[src/rtl/fmul_share_arb.sv]
// rtl/fmul_share_arb.sv - round-robin arbiter sharing one pipelined FP multiplier
//
// Purpose: accepts operand pairs from NREQ requesters, issues at most one
// product per cycle to a single in-order multiplier, remembers the issuing
// requester in a tag FIFO, and steers each returning product back to it.
//
// Ports:
//   clk, reset         clock, synchronous active-high reset (shared with multiplier)
//   req_valid/ready    per-requester handshake, ready is one-hot grant
//   req_a/req_b        packed operands, requester i at [32i+31:32i]
//   res_valid/res_data one-hot result strobe and product (no backpressure)
//   mul_valid_in/in0/in1  registered issue to the multiplier
//   mul_valid_out/out0    multiplier result
//   inflight           tag FIFO occupancy
//   err                sticky: multiplier returned a result with nothing in flight

module fmul_share_arb #(
  parameter int NREQ  = 4,
  parameter int DEPTH = 16,
  localparam int TW = (NREQ > 1) ? $clog2(NREQ) : 1,
  localparam int AW = (DEPTH > 1) ? $clog2(DEPTH) : 1,
  localparam int CW = $clog2(DEPTH + 1)
) (
  input  logic              clk,
  input  logic              reset,
  input  logic [NREQ-1:0]   req_valid,
  output logic [NREQ-1:0]   req_ready,
  input  logic [32*NREQ-1:0] req_a,
  input  logic [32*NREQ-1:0] req_b,
  output logic [NREQ-1:0]   res_valid,
  output logic [31:0]       res_data,
  output logic              mul_valid_in,
  output logic [31:0]       mul_in0,
  output logic [31:0]       mul_in1,
  input  logic              mul_valid_out,
  input  logic [31:0]       mul_out0,
  output logic [CW-1:0]     inflight,
  output logic              err
);

  logic [TW-1:0] ptr_q, ptr_d;
  logic [AW-1:0] wr_q, rd_q;
  logic [CW-1:0] cnt_q, cnt_d;
  logic          err_q, err_d;
  logic          mvi_q, mvi_d;
  logic [31:0]   in0_q, in0_d, in1_q, in1_d;
  logic [TW-1:0] tag_mem [DEPTH];

  logic          found;
  logic [TW-1:0] win;
  logic [TW:0]   scan;
  logic [31:0]   sel_a, sel_b;
  logic          full, push, pop;
  logic [TW-1:0] head_tag;

  // Scan from ptr upward with wrap; the first valid requester wins.
  always_comb begin
    found = 1'b0;
    win   = '0;
    scan  = '0;
    for (int k = 0; k < NREQ; k++) begin
      scan = {1'b0, ptr_q} + (TW+1)'(k);
      if (scan >= (TW+1)'(NREQ)) begin
        scan = scan - (TW+1)'(NREQ);
      end
      if (!found && req_valid[scan[TW-1:0]]) begin
        found = 1'b1;
        win   = scan[TW-1:0];
      end
    end
  end

  always_comb begin
    sel_a = '0;
    sel_b = '0;
    for (int k = 0; k < NREQ; k++) begin
      if (TW'(k) == win) begin
        sel_a = req_a[32*k +: 32];
        sel_b = req_b[32*k +: 32];
      end
    end
  end

  // Full blocks grants even if a pop lands this cycle, so ready never
  // depends on mul_valid_out.
  assign full     = (cnt_q == CW'(DEPTH));
  assign push     = found & ~full & ~reset;
  assign head_tag = tag_mem[rd_q];
  assign pop      = mul_valid_out & (cnt_q != '0) & ~reset;

  assign req_ready = push ? (NREQ'(1) << win) : '0;
  assign res_valid = pop ? (NREQ'(1) << head_tag) : '0;
  assign res_data  = mul_out0;

  always_comb begin
    ptr_d = ptr_q;
    if (push) begin
      ptr_d = (win == TW'(NREQ - 1)) ? '0 : win + TW'(1);
    end
    cnt_d = cnt_q;
    case ({push, pop})
      2'b10:   cnt_d = cnt_q + CW'(1);
      2'b01:   cnt_d = cnt_q - CW'(1);
      default: cnt_d = cnt_q;
    endcase
    err_d = err_q | (mul_valid_out & (cnt_q == '0));
    mvi_d = push;
    in0_d = push ? sel_a : '0;
    in1_d = push ? sel_b : '0;
  end

  always_ff @(posedge clk) begin
    if (reset) begin
      ptr_q <= '0;
      wr_q  <= '0;
      rd_q  <= '0;
      cnt_q <= '0;
      err_q <= 1'b0;
      mvi_q <= 1'b0;
      in0_q <= '0;
      in1_q <= '0;
    end else begin
      ptr_q <= ptr_d;
      cnt_q <= cnt_d;
      err_q <= err_d;
      mvi_q <= mvi_d;
      in0_q <= in0_d;
      in1_q <= in1_d;
      if (push) begin
        wr_q <= wr_q + AW'(1);
      end
      if (pop) begin
        rd_q <= rd_q + AW'(1);
      end
    end
  end

  // Tag storage needs no reset: entries are only read behind the occupancy count.
  always_ff @(posedge clk) begin
    if (push) begin
      tag_mem[wr_q] <= win;
    end
  end

  assign mul_valid_in = mvi_q;
  assign mul_in0      = in0_q;
  assign mul_in1      = in1_q;
  assign inflight     = cnt_q;
  assign err          = err_q;

endmodule

[config.mk]
export PLATFORM = sky130hd
export DESIGN_NAME = fmul_share_arb
export DESIGN_NICKNAME = d
export VERILOG_FILES = /design/src/rtl/fmul_share_arb.sv
export SDC_FILE = /design/constraint.sdc
export NUM_CORES = 1
export LEC_CHECK = 0
export ABC_AREA = 1
export BUFFER_PORTS_ARGS = -buffer_cell sky130_fd_sc_hd__buf_2
export CAP_MARGIN = 20
export CORE_AREA = 2 2 156 158
export DETAILED_ROUTE_END_ITERATION = 10
export DIE_AREA = 0 0 158 160
export PLACE_DENSITY = 0.54
export SLEW_MARGIN = 30
export SYNTH_ARGS = -nofsm -noshare
export SYNTH_HDL_FRONTEND = slang
export SYNTH_SLANG_ARGS = --single-unit
[constraint.sdc]
create_clock -name clk -period 5.4 [get_ports clk]
set_input_delay 1.35 -clock clk [delete_from_list [all_inputs] [get_ports clk]]
set_output_delay 1.35 -clock clk [all_outputs]
set_load 0.02 [all_outputs]
==> results.md <==
* Clock sink count at approximately 120
* Layout cells sized above 1 at 36.5%
* 1st-iter DRT viols at 349
* Worst-Skew Late Latency at 420 ps
* Seq/Total Area, Yosys at about two fifths
* Reg power frac at 21.3%
* Fin area at 0.00875 mm2
* Final nets at 1443
* Post-synthesis cell area at about 0.0064 mm2
* Synth Net Count at approximately 1200
* Max-Cap Viols at 0
* Clock power share at 18.6%
* Worst Max-Slew Pin Slew at 901 ps
* Area added between synthesis and finish at 36.0%
* Combinational Power Share at 60.1%
* Total GRT Usage at 18.6%
* Largest net degree at the start of global routing at 129
* Power per standard cell area at 714 mW/mm2
* Grt ovf at 0
* DRT antenna net count at 0
* Worst r2r src: ptr_q[0]$_SDFFE_PP0P_
* WP data arrival at about 3500 ps
* Final Max Tran Viols at 0
* Data required time at the worst endpoint at 4050 ps
* Switching Share at slightly below 50%
* Routed via count at 6825
* Synth Instances at 856
* Flop-to-flop setup slack at 1320 ps
* Die width at 158 um
* Setup_tns at 0 ps
* Psw at 0.00310 W
* Power after layout at approximately 0.0062 W
* Clk slew on worst S/H paths at 60 ps
* DRC viols at 0
* Number of global-route vias before repair at 6534
* Fillers at between 2000 and 3000
* Wire per inst at 16.1 um
* Die H at approximately 160 um
* #FFs+latches synth at 117
* Endpoints failing hold at 0
* H-tree levels at 4
* # resized after CTS at 0
* DIE AREA at 0.0253 mm2
* Synth cell types at 30
* Final Core Density at 36.7%
* Worst path cell trace: buf_2, inv_1, nand2_1, nand2_1, nor2_1, nor2_2, nor2_1, o21ai_0, nand3_1, inv_1, ha_2, inv_1, nor2_1, buf_2
* Slew Limit Headroom at 39.9%
* RD Place Congestion at 0.831
* Worst setup path class: in -> out
* Boundary Pins at between 400 and 500
* Area of the multi-input gates at 0.00309 mm2
* Placed cell area at around 0.008 mm2
* Hold Path End: err$_SDFF_PP0_
* Critical Path Fanout Max at 18
* Final period util at ~89%
* Register area at 0.00266 mm2
* Worst R2R Path Depth at 17
* Core Area at roughly 0.024 mm2
* Status: completed
* Worst Hold Class: reg -> reg
* RSZ-0062 raised after global routing: false
* Row count at 57
* Worst Setup SP: req_valid[0]
* Initial antenna violation count at 2
* Cell Int Power at 0.00315 W
* Reg2reg end: mul_in0[28]$_SDFF_PP0_
* Post-CTS setup buffer count at 0
* CTS tree: done
* Mapped Avg Cell Area at between 7 and 8 um2
* Clock root cell: clkbuf_16
* Clock Skew at 12.9 ps
* Global-route wire length before repair at 35900 um
* # hold bufs at CTS at 0
* CTS Buf Count at 17
* Hold Path Depth at 2
* Pleak at around 4.1 nW
* Routed vias/inst at between 4 and 5
* Worst stage delay on the critical path at 470 ps
* Pre-antenna DRT Iters at 4
* Routed wire length at 23700 um
* I/O Buffers at 341
* Clk buf depth at 2
* Crit start category: input port
* Hold path startpoint: err$_SDFF_PP0_
* Final HPWL DP at 17700 um
* Max Fclk at between 0.2 and 0.25 GHz
* Final setup fails at 0
* Peak supply drop at 419 uV
* Minimum clock period at 4810 ps
* Starting Density at 27.0%
* Synth warn at 0
* Crit end category: output pin
* CP max stage cell: inv_1
layout by cell type (no fill, tap or decap), types with 3 or more instances in the layout:
master	count
buf_2	341
nand2_1	256
dfxtp_1	85
o21ai_0	81
a22oi_1	64
a21oi_1	58
inv_1	50
nor2_1	38
edfxtp_1	32
nand3_1	31
a21oi_2	22
clkbuf_16	19
ha_1	10
xor2_1	9
o211ai_1	8
nand2_2	6
inv_6	5
buf_4	5
inv_2	3
layer usage:
metal  global-route usage (%)  share of wire, %
met4                     4.63               1.5
met3                     6.78               8.8
met2                     31.4                49
met5                        0             0.055
met1                     22.3                40
worst max-delay path: cells and delay by family:
| family | cells | cell delay (ps) |
|---|---|---|
| and+or+nand+nor | 7 | 750 |
| AOI/OAI and AO/OA | 1 | 190 |
| buffers and inverters | 5 | 860 |
| adders and majority gates | 1 | 290 |
cell type report:
class                      count  area share (%)
clock inverter                11            1.26
clock buffer                  21            5.68
inverter                      53            2.27
tap                          324            4.64
antenna                        1          0.0286
multi-input combinational    598            35.3
sequential                   117            30.4
timing repair buffer         348            20.4
power groups by stage:
stage | clock (W) | sequential, W | combinational [W]
3_3_place_gp | 0 | 0.00134 | 0.00378
4_1_cts | 0.00120 | 0.00133 | 0.00381
3_5_place_dp | 0 | 0.00135 | 0.00380
2_1_floorplan | 0 | 0.00147 | 0.00265
5_1_grt | 0.00123 | 0.00136 | 0.00428
6_report | 0.00116 | 0.00133 | 0.00375
how the worst max path moves through the flow:
| stage | endpoint |
|---|---|
| 6_report | req_ready[1] |
| 5_1_grt | req_ready[1] |
| 4_1_cts | req_ready[1] |
| 3_5_place_dp | mul_in1[3]$_SDFF_PP0_ |
| 3_3_place_gp | mul_in1[3]$_SDFF_PP0_ |
| 2_1_floorplan | req_ready[1] |
logic make-up after synthesis:
kind of cell / count (synthesis) / share of synthesized area [%]
AOI/OAI and AO/OA: 237 / 22.6
xor gates and xnor gates: 9 / 1.23
adders and majority gates: 13 / 2.53
buffers and inverters: 141 / 11.0
DFF: 117 / 41.4
and+or+nand+nor: 339 / 21.2
state kept, by name, indices dropped and copies added, names as in the netlist, named ones only:
name and flops:
err 1, inflight 5, mul_in0 32, mul_in1 32, mul_valid_in 1, ptr_q 2
rd_q 4, tag_mem 32, wr_q 4
synth_stat cells, drive strengths merged:
library cell / instances / area, um2
nand2: 263 / 1010
o21bai: 1 / 7.51
buf: 53 / 375
a21o: 1 / 7.51
a211oi: 1 / 7.51
nor3: 2 / 10.0
edfxtp: 32 / 961
nor2: 41 / 166
nand4: 1 / 6.26
o21ai: 82 / 410
inv: 53 / 199
a22oi: 64 / 480
o211ai: 8 / 60.1
dfxtp: 85 / 1700
clkbuf: 35 / 131
ha: 13 / 163
xor2: 9 / 78.8
nand3: 32 / 173
a21oi: 80 / 483
through the flow:
step | hold slack (ps) | setup WS [ps] | instances
finish | 471 | 592 | 1473
global route | 509 | 359 | 1473
CTS | 484 | 593 | 1472
detailed placement | 466 | 524 | 1440
global placement | 448 | 567 | 1440
floorplan | 463 | 601 | 856
No activity file was read; power rests on OpenSTA's default activity.
